==> src/rtl/conv_6_pkg.sv <==
// Shared constants, rounding/saturation helpers and FSM state type for the conv_6 datapath.
package conv_6_pkg;

  localparam int unsigned DEF_PROD_WIDTH = 24;
  localparam int unsigned DEF_ACC_WIDTH  = 32;
  localparam int unsigned DEF_OUT_WIDTH  = 16;

  function automatic longint sat_max(input int unsigned w);
    return (64'sd1 <<< (w - 1)) - 64'sd1;
  endfunction

  function automatic longint sat_min(input int unsigned w);
    return -(64'sd1 <<< (w - 1));
  endfunction

  // Half an output LSB, added before the arithmetic shift for round-half-up.
  function automatic longint round_const(input int unsigned shift);
    return 64'sd1 <<< (shift - 1);
  endfunction

  localparam longint SAT_MAX = sat_max(DEF_OUT_WIDTH);
  localparam longint SAT_MIN = sat_min(DEF_OUT_WIDTH);

  typedef enum logic [0:0] {
    StFirst,
    StRun
  } state_e;

endpackage

==> src/rtl/conv_6_acc_sat_if.sv <==
// Product-in / result-out handshake bundle of the conv_6 accumulator.
interface conv_6_acc_sat_if
  import conv_6_pkg::*;
#(
  parameter int unsigned PROD_WIDTH = DEF_PROD_WIDTH,
  parameter int unsigned OUT_WIDTH  = DEF_OUT_WIDTH
);

  logic signed [OUT_WIDTH-1:0]  bias;
  logic                         prod_valid;
  logic                         prod_ready;
  logic signed [PROD_WIDTH-1:0] prod_data;
  logic                         res_valid;
  logic                         res_ready;
  logic signed [OUT_WIDTH-1:0]  res_data;
  logic                         res_sat;
  logic                         busy;

  modport master (
    output bias, prod_valid, prod_data, res_ready,
    input  prod_ready, res_valid, res_data, res_sat, busy
  );

  modport slave (
    input  bias, prod_valid, prod_data, res_ready,
    output prod_ready, res_valid, res_data, res_sat, busy
  );

endinterface

==> src/rtl/conv_6_acc_sat_round.sv <==
// Combinational round-half-up, arithmetic right shift and saturation of an accumulator value.
module conv_6_acc_sat_round
  import conv_6_pkg::*;
#(
  parameter int unsigned ACC_WIDTH = DEF_ACC_WIDTH,
  parameter int unsigned OUT_WIDTH = DEF_OUT_WIDTH,
  parameter int unsigned SHIFT     = 8
) (
  input  logic signed [ACC_WIDTH-1:0] s,
  output logic signed [OUT_WIDTH-1:0] res,
  output logic                        sat
);

  // One guard bit so the rounding increment never wraps.
  localparam int unsigned W = ACC_WIDTH + 1;
  localparam logic signed [W-1:0] RndK = W'(round_const(SHIFT));
  localparam logic signed [W-1:0] MaxV = W'(sat_max(OUT_WIDTH));
  localparam logic signed [W-1:0] MinV = W'(sat_min(OUT_WIDTH));

  logic signed [W-1:0] rounded;
  logic signed [W-1:0] shifted;

  always_comb begin
    rounded = W'(s) + RndK;
    shifted = rounded >>> SHIFT;
    res     = shifted[OUT_WIDTH-1:0];
    sat     = 1'b0;
    if (shifted > MaxV) begin
      res = MaxV[OUT_WIDTH-1:0];
      sat = 1'b1;
    end else if (shifted < MinV) begin
      res = MinV[OUT_WIDTH-1:0];
      sat = 1'b1;
    end
  end

endmodule

==> src/rtl/conv_6_acc_sat.sv <==
// Windowed product accumulator with bias, rounding, saturation and a single-entry result register.
module conv_6_acc_sat
  import conv_6_pkg::*;
#(
  parameter int unsigned PROD_WIDTH = DEF_PROD_WIDTH,
  parameter int unsigned ACC_WIDTH  = DEF_ACC_WIDTH,
  parameter int unsigned OUT_WIDTH  = DEF_OUT_WIDTH,
  parameter int unsigned N_TERMS    = 9,
  parameter int unsigned SHIFT      = 8
) (
  input logic             ap_clk,
  input logic             ap_rst,
  conv_6_acc_sat_if.slave bus
);

  localparam int unsigned CntW = (N_TERMS > 1) ? $clog2(N_TERMS) : 1;

  state_e                       state_q, state_d;
  logic [CntW-1:0]              cnt_q, cnt_d;
  logic signed [ACC_WIDTH-1:0]  acc_q, acc_d;
  logic                         res_valid_q;
  logic signed [OUT_WIDTH-1:0]  res_data_q;
  logic                         res_sat_q;

  logic                         prod_ready;
  logic                         xfer;
  logic                         last;
  logic                         load;
  logic signed [ACC_WIDTH-1:0]  acc_base;
  logic signed [OUT_WIDTH-1:0]  rnd_res;
  logic                         rnd_sat;

  assign prod_ready = !res_valid_q || bus.res_ready;
  assign xfer       = bus.prod_valid && prod_ready;
  assign last       = (cnt_q == CntW'(N_TERMS - 1));
  assign load       = xfer && last;

  always_comb begin
    state_d  = state_q;
    cnt_d    = cnt_q;
    acc_d    = acc_q;
    acc_base = (state_q == StFirst) ? (ACC_WIDTH'($signed(bus.bias)) <<< SHIFT) : acc_q;
    if (xfer) begin
      acc_d = acc_base + ACC_WIDTH'($signed(bus.prod_data));
      if (last) begin
        cnt_d   = '0;
        state_d = StFirst;
      end else begin
        cnt_d   = cnt_q + 1'b1;
        state_d = StRun;
      end
    end
  end

  // Fed with the next-state sum so the result is ready on the last accepting edge.
  conv_6_acc_sat_round #(
    .ACC_WIDTH (ACC_WIDTH),
    .OUT_WIDTH (OUT_WIDTH),
    .SHIFT     (SHIFT)
  ) u_round (
    .s   (acc_d),
    .res (rnd_res),
    .sat (rnd_sat)
  );

  always_ff @(posedge ap_clk) begin
    if (ap_rst) begin
      state_q     <= StFirst;
      cnt_q       <= '0;
      acc_q       <= '0;
      res_valid_q <= 1'b0;
      res_data_q  <= '0;
      res_sat_q   <= 1'b0;
    end else begin
      state_q <= state_d;
      cnt_q   <= cnt_d;
      acc_q   <= acc_d;
      if (load) begin
        res_valid_q <= 1'b1;
        res_data_q  <= rnd_res;
        res_sat_q   <= rnd_sat;
      end else if (bus.res_ready) begin
        res_valid_q <= 1'b0;
      end
    end
  end

  assign bus.prod_ready = prod_ready;
  assign bus.res_valid  = res_valid_q;
  assign bus.res_data   = res_data_q;
  assign bus.res_sat    = res_sat_q;
  assign bus.busy       = (cnt_q != '0);

endmodule

==> src/flat_wrapper.sv <==
// flat-port wrapper written by rule: the top's interface ports become plain ports
module conv_6_acc_sat_flat import conv_6_pkg::*;
#(
  parameter int unsigned PROD_WIDTH = DEF_PROD_WIDTH,
  parameter int unsigned ACC_WIDTH  = DEF_ACC_WIDTH,
  parameter int unsigned OUT_WIDTH  = DEF_OUT_WIDTH,
  parameter int unsigned N_TERMS    = 9,
  parameter int unsigned SHIFT      = 8
)
  (ap_clk, ap_rst, bus_bias, bus_prod_valid, bus_prod_data, bus_res_ready, bus_prod_ready, bus_res_valid, bus_res_data, bus_res_sat, bus_busy);
  conv_6_acc_sat_if #(.PROD_WIDTH(PROD_WIDTH), .OUT_WIDTH(OUT_WIDTH)) bus_i ();
  input logic ap_clk;
  input logic ap_rst;
  input wire logic [$bits(bus_i.bias)-1:0] bus_bias;
  input wire logic [$bits(bus_i.prod_valid)-1:0] bus_prod_valid;
  input wire logic [$bits(bus_i.prod_data)-1:0] bus_prod_data;
  input wire logic [$bits(bus_i.res_ready)-1:0] bus_res_ready;
  output wire logic [$bits(bus_i.prod_ready)-1:0] bus_prod_ready;
  output wire logic [$bits(bus_i.res_valid)-1:0] bus_res_valid;
  output wire logic [$bits(bus_i.res_data)-1:0] bus_res_data;
  output wire logic [$bits(bus_i.res_sat)-1:0] bus_res_sat;
  output wire logic [$bits(bus_i.busy)-1:0] bus_busy;
  assign bus_i.bias = bus_bias;
  assign bus_i.prod_valid = bus_prod_valid;
  assign bus_i.prod_data = bus_prod_data;
  assign bus_i.res_ready = bus_res_ready;
  assign bus_prod_ready = bus_i.prod_ready;
  assign bus_res_valid = bus_i.res_valid;
  assign bus_res_data = bus_i.res_data;
  assign bus_res_sat = bus_i.res_sat;
  assign bus_busy = bus_i.busy;
  conv_6_acc_sat #(.PROD_WIDTH(PROD_WIDTH), .ACC_WIDTH(ACC_WIDTH), .OUT_WIDTH(OUT_WIDTH), .N_TERMS(N_TERMS), .SHIFT(SHIFT)) u_core (.ap_clk(ap_clk), .ap_rst(ap_rst), .bus(bus_i));
endmodule
==> config.mk <==
export PLATFORM = sky130hd
export DESIGN_NAME = conv_6_acc_sat_flat
export DESIGN_NICKNAME = d
export VERILOG_FILES = /design/src/rtl/conv_6_pkg.sv /design/src/rtl/conv_6_acc_sat_if.sv /design/src/rtl/conv_6_acc_sat_round.sv /design/src/rtl/conv_6_acc_sat.sv /design/src/flat_wrapper.sv
export SDC_FILE = /design/constraint.sdc
export NUM_CORES = 1
export LEC_CHECK = 0
export BUFFER_PORTS_ARGS = -buffer_cell sky130_fd_sc_hd__buf_4
export CORE_AREA = 2 2 114 127
export DETAILED_ROUTE_END_ITERATION = 7
export DIE_AREA = 0 0 116 129
export GPL_TIMING_DRIVEN = 1
export PLACE_DENSITY = 0.6
export SYNTH_ARGS = -nofsm -noshare
export SYNTH_HDL_FRONTEND = slang
export SYNTH_SLANG_ARGS = --single-unit
export TNS_END_PERCENT = 100
==> constraint.sdc <==
create_clock -name ap_clk -period 6.2 [get_ports ap_clk]
set_input_delay 1.24 -clock ap_clk [delete_from_list [all_inputs] [get_ports ap_clk]]
set_output_delay 1.24 -clock ap_clk [all_outputs]
set_load 0.005 [all_outputs]
# == Word level (Yosys, flattened, before mapping) ==
# Cells that the tools add are included.
# word_totals
reg_bits,55
latchBits,0
ram_bits,0
rom_bits,0
input_bits,44
out_inout_bits,20
elab_cells,28
n_memories,0
# classes
addsub,3
multipliers,0
div_mod_pow,0
magnitude_cmp,2
n_eq_ne,1
shifts,0
mux,10
bitwise,0
n_reduce_logical,6
# ops
cell,n
$mux 32,2
$add 32x9->33 const B,1
$add 32x24->32,1
$mux 16,2
$gt 25x16->1 const B,1
$lt 25x16->1 const B,1
$mux 1,5
$add 4x1->4 const B,1
$eq 4x4->1 const B,1
$mux 4,1
$reduce_bool 4->1,1
$logic_and 1x1->1,2
$reduce_bool 2->1,1
$logic_not 1->1,1
$logic_or 1x1->1,1

# == Depth between registers and ports, before layout ==
# depth
word_depth,8
mapped_depth,22
depth_no_buf,18

# == By module ==
# A second synthesis with hierarchy kept.
# unflattened
cells_unflattened,720
hier_area_um2,5187.5
# by_module_without_submodules
module,n_inst,cells_each,area_each_um2,seq_area_each_um2
conv_6_acc_sat,1,586,4350.4,1101.1
conv_6_acc_sat_round,1,134,837.1,0.0

# == Worst setup path before layout ==
# OpenSTA, ideal clock, no wires.
# synth_path
kind,input to register
start,in bus_res_ready
end,"reg u_core.res_data_q[4], in the netlist u_core.bus.res_data[4]"
setup_time_ns,0.123
arrival_ns,5.146
t_required_ns,6.077
path_slack_ns,0.931
stages,21
path_buffers,7
path_cell_list,nor2b_1 inv_1 nand2_1 buf_2 buf_2 clkbuf_1 buf_1 buf_1 nor2_1 nor2_1 ha_1 o31ai_1 nor4_1 and4b_1 buf_2 nand4_1 a22oi_1 nand3_1 o21ai_4 buf_6 a211oi_1
# synth_between
elab_chain_len,7
elab_cells_between_ends,9
classes_between,add/sub: 1; order compare: 2; mux: 3; reduce/logical: 3
# synth_rtl
element,line_no,source
"start, declared",flat_wrapper.sv:17,input wire logic [$bits(bus_i.res_ready)-1:0] bus_res_ready;
$logic_or 1x1->1 (*),conv_6_acc_sat.sv:33,assign prod_ready = !res_valid_q || bus.res_ready;
via bus_prod_ready,flat_wrapper.sv:18,output wire logic [$bits(bus_i.prod_ready)-1:0] bus_prod_ready;
$logic_and 1x1->1 (*),conv_6_acc_sat.sv:34,assign xfer = bus.prod_valid && prod_ready;
$mux 32 (*),conv_6_acc_sat.sv:43,if (xfer) begin
via u_core.acc_d[7],conv_6_acc_sat.sv:20,"logic signed [ACC_WIDTH-1:0] acc_q, acc_d;"
$add 32x9->33 (*),conv_6_acc_sat_round.sv:24,rounded = W'(s) + RndK;
$lt 25x16->1,conv_6_acc_sat_round.sv:31,end else if (shifted < MinV) begin
$mux 16,conv_6_acc_sat_round.sv:31,
$mux 16 (*),conv_6_acc_sat_round.sv:28,if (shifted > MaxV) begin
"end signal, assigned",conv_6_acc_sat.sv:80,res_data_q <= rnd_res;
"end, declared",conv_6_acc_sat.sv:22,logic signed [OUT_WIDTH-1:0] res_data_q;
# The timed path passes the listed nets; every way through them passes the cells marked *.
# A chain may end at the register's enable or synchronous reset.

# == Worst setup path after layout ==
# layout_path
start,reg u_core.state_q
end,"reg u_core.res_data_q[5], in the netlist u_core.bus.res_data[5]"
# layout_between
elab_chain_len,7
elab_cells_between_ends,8
classes_between,add/sub: 2; order compare: 2; mux: 4
# layout_rtl
element,line_no,source
"start, declared",conv_6_acc_sat.sv:18,"state_e state_q, state_d;"
"start signal, assigned",conv_6_acc_sat.sv:68,state_q <= StFirst;
"start signal, assigned",conv_6_acc_sat.sv:75,state_q <= state_d;
$mux 32 (*),conv_6_acc_sat.sv:42,acc_base = (state_q == StFirst) ? (ACC_WIDTH'($signed(bus.bias)) <<< SHIFT) : acc_q;
$add 32x24->32 (*),conv_6_acc_sat.sv:44,acc_d = acc_base + ACC_WIDTH'($signed(bus.prod_data));
$mux 32 (*),conv_6_acc_sat.sv:43,
$add 32x9->33 (*),conv_6_acc_sat_round.sv:24,
$lt 25x16->1,conv_6_acc_sat_round.sv:31,
$mux 16,conv_6_acc_sat_round.sv:31,
$mux 16 (*),conv_6_acc_sat_round.sv:28,
# Mark *: on every way between the ends. The rest lies on a longest branch, timed or not.

==> results.md <==
* Vias in the first global route at roughly 5.3k
* ANT cells at 0
* H-tree Lvls at 2
* Layout cells sized above 1 at 16.38%
* Syn Area/Cell at ~7.4 um2
* Status: complete, no violations
* Critical path class: flop to flop
* Final-report setup violation count at 0
* Total setup buffers inserted after CTS at 0
* Post-Syn Instances at 728
* Crit-path max FO at 19
* Via count at around 5.7k
* Met1 WL at 7290 um
* Max Slew Vio Count at 0
* Top Ports at between 60 and 70
* Largest net degree at the start of global routing at 43
* Yosys warnings at 0
* Die width at 116 um
* Met3 WL at approximately 900 um
* IO Port Bufs at 63
* Hold Crit Class: flop to flop
* Worst path required time at 6.37 ns
* Post-synthesis mux area share at 5.342%
* CP arrival at 5.65 ns
* Seq/Total Area, Yosys at 20.35%
* Final net count at 841
* Synth Register Bits at 55
* Launching point of the worst reg2reg path: u_core.state_q
* Final Hold Fails at 0
* Period utilization at 88.40%
* Static leakage at between 0.002 and 0.003 uW
* Period minus WS final at 5.481 ns
* ANT nets after route at 0
* Critical path, cell by cell: buf_4, nand2b_1, nand2_1, ha_1, a21o_1, o21ba_2, o21ai_0, a21o_1, a211o_1, o31ai_1, nand3_1, or4_1, a22oi_1, nand3_1, o21ai_4, a211oi_1
* Initial core utilization at between 30% and 40%
* Cell Pwr Density at 209.3 nW/um2
* Worst setup EP type: flop
* Most frequent cells in the layout: nand2_1, nor2_1, buf_4
* Largest stage delay on the critical path at around 0.85 ns
* EDFF count, synth at 0
* Reg clk slew, reported paths at 0.08 ns
* Vias/cell at about 6.0
* Yosys cell types at 80
* Compound-Gate Fraction of Synth Area at 29.39%
* Fmax at 182.5 MHz
* Routed wire length at approximately 18000 um
* Synth Net Count at 807
* Hold-fix buffers at CTS at 0
* Synthesized area at between 5000 and 6000 um2
* First-pass GRT wire length at between 20000 and 30000 um
* Die footprint at 14960 um2
* Adder-Cell Fraction of Synth Area at approximately 8.2%
* Post-Synth Simple-Gate Area at a little over a quarter
* Ys flop type: dfxtp_1
* Worst r2r dst: u_core.bus.res_data[5]
* DRC viols at 0
* Core Area at about 14000 um2
* Initial DRC count at between 300 and 400
* Area grow syn2layout at 13.90%
* Highest metal used: met4
* Hold_ws at 0.4515 ns
* Synth Area in XOR/XNOR at 4.371%
* Most common cell after layout, fill and taps aside: nand2_1
* Placer Congestion at 0.9674
* Worst slew pin tran at 0.8982 ns
* Total track usage at a little under a quarter
* Core Rows at 45
* R2r worst-path depth at 16
* VDD IR max at 103.2 uV
* Final HPWL DP at 13920 um
* Met2 Wirelength at 8738 um
* Startpoint types: flop
* Worst skew pair latency at 0.31 ns
* Setup crit end: u_core.bus.res_data[5]
* Clock Sinks at 55
* Pre-Repair DR Iteration Count at 5
* Post_cts resized at 0
* Largest family of logic cells by synthesized area: compound AO/OA/AOI/OAI gates
* Crit path from: u_core.state_q
* Reg2Reg Setup Slack at 0.72 ns
* Slew margin rel. at 39.36%
* Die Y at ~130 um
* Slowest CP cell: dfxtp_1
* RSZ-0062 raised after global routing: false
* Drt wl/cell at 18.68 um
* Total of max-cap violations at 0
* Clock Tree Root: clkbuf_16
* Initial antenna violation count at 0
* Clock Path Buffers at 2
* CTS tree: done
* Setup TNS at 0 ns
* CTS Buf Count at 5
* Async SR Flop Fraction at 0%
* Final Skew at 0.006438 ns
* Total gr overflow at 0
power breakdown:
part	internal [uW]	switching [uW]	total [uW]
sequential	379	24.4	404
combinational	217	362	579
clock	154	153	307
total	750	539	1290
cell type report:
type	count	area, um2
Clock inverter	3	25.02
Clock buffer	5	125.1
Timing Repair Buffer	76	583.1
Multi-Input combinational cell	611	4044
Fill cell	1419	7463
Sequential cell	55	1101
Inverter	13	48.80
Tap cell	188	235.2
routing by layer:
metal  track usage (%)  vias to the layer above
li1                  -                     2764
met1             27.97                     2676
met2             41.97                      186
met3             3.250                       45
met4             11.27                        0
met5                 0                        -
synth_stat cells, types with 5 or more instances:
library cell | count | share of area [%]
or3_1 | 11 | 1.3
mux2i_1 | 12 | 2.2
o21a_1 | 7 | 0.97
ha_1 | 34 | 7.9
a21o_1 | 17 | 2.4
nand3_1 | 20 | 1.9
buf_1 | 5 | 0.35
buf_2 | 16 | 1.5
clkbuf_1 | 26 | 1.8
xor2_1 | 12 | 1.9
xnor2_1 | 15 | 2.4
o31ai_1 | 5 | 0.69
nor3_1 | 21 | 1.9
dfxtp_1 | 55 | 20
mux2_2 | 15 | 3.1
a211oi_1 | 23 | 3.2
nor2_1 | 86 | 6.0
a221oi_1 | 5 | 0.81
a21oi_1 | 50 | 4.6
nor2b_1 | 7 | 0.81
and3_1 | 11 | 1.3
o211ai_1 | 9 | 1.2
nand4_1 | 22 | 2.5
and2_1 | 12 | 1.4
inv_1 | 13 | 0.90
nor4_1 | 6 | 0.69
nand2_1 | 88 | 6.1
o21ai_1 | 7 | 0.65
o21ai_0 | 26 | 2.4
cells by family after synthesis:
logic type      after synthesis
xor+xnor                     27
mux                          27
flops                        55
fa+ha+maj                    35
compound gates              214
simple gates                308
buf+inv                      62
how the worst min path moves through the flow:
stage                               start              end  slack [ns]  depth (start not counted)
final                     u_core.acc_q[0]  u_core.acc_q[0]        0.45                          2
after global routing      u_core.acc_q[4]  u_core.acc_q[4]        0.49                          2
after CTS                 u_core.acc_q[0]  u_core.acc_q[0]        0.45                          2
after detailed placement  u_core.acc_q[0]  u_core.acc_q[0]        0.44                          2
after global placement    u_core.acc_q[6]  u_core.acc_q[6]        0.44                          2
after floorplan           u_core.acc_q[3]  u_core.acc_q[3]        0.43                          2
worst max-delay path, delay by kind of cell (launching register included):
family | cells | cell delay, ns
flip-flops | 1 | 0.85
buffers and inverters | 1 | 0.35
AND/OR/NAND/NOR | 5 | 1.39
AO/OA/AOI/OAI | 9 | 2.33
adder cells (fa/ha/maj) | 1 | 0.43
sequential cells by signal, summed over array words and instances, names as in the netlist:
signal / count
u_core.cnt_q: 4
u_core.bus.res_valid: 1
u_core.bus.res_data: 16
u_core.acc_q: 32
u_core.state_q: 1
u_core.bus.res_sat: 1
through the flow:
stage | power, uW | std cells | cell area, um2 | worst slack (ns) | utilization (%)
2_1_floorplan | 818.5 | 728 | 5410 | 0.9307 | -
3_3_place_gp | 976.0 | 943 | 6012 | 0.6220 | 44.12
3_5_place_dp | 979.5 | 943 | 6012 | 0.5341 | 44.12
4_1_cts | 1292 | 951 | 6162 | 0.7850 | 45.23
5_1_grt | 1369 | 951 | 6162 | 0.3803 | 45.23
6_report | 1289 | 951 | 6162 | 0.7191 | 45.23
Power figures use the tool's default switching activity.
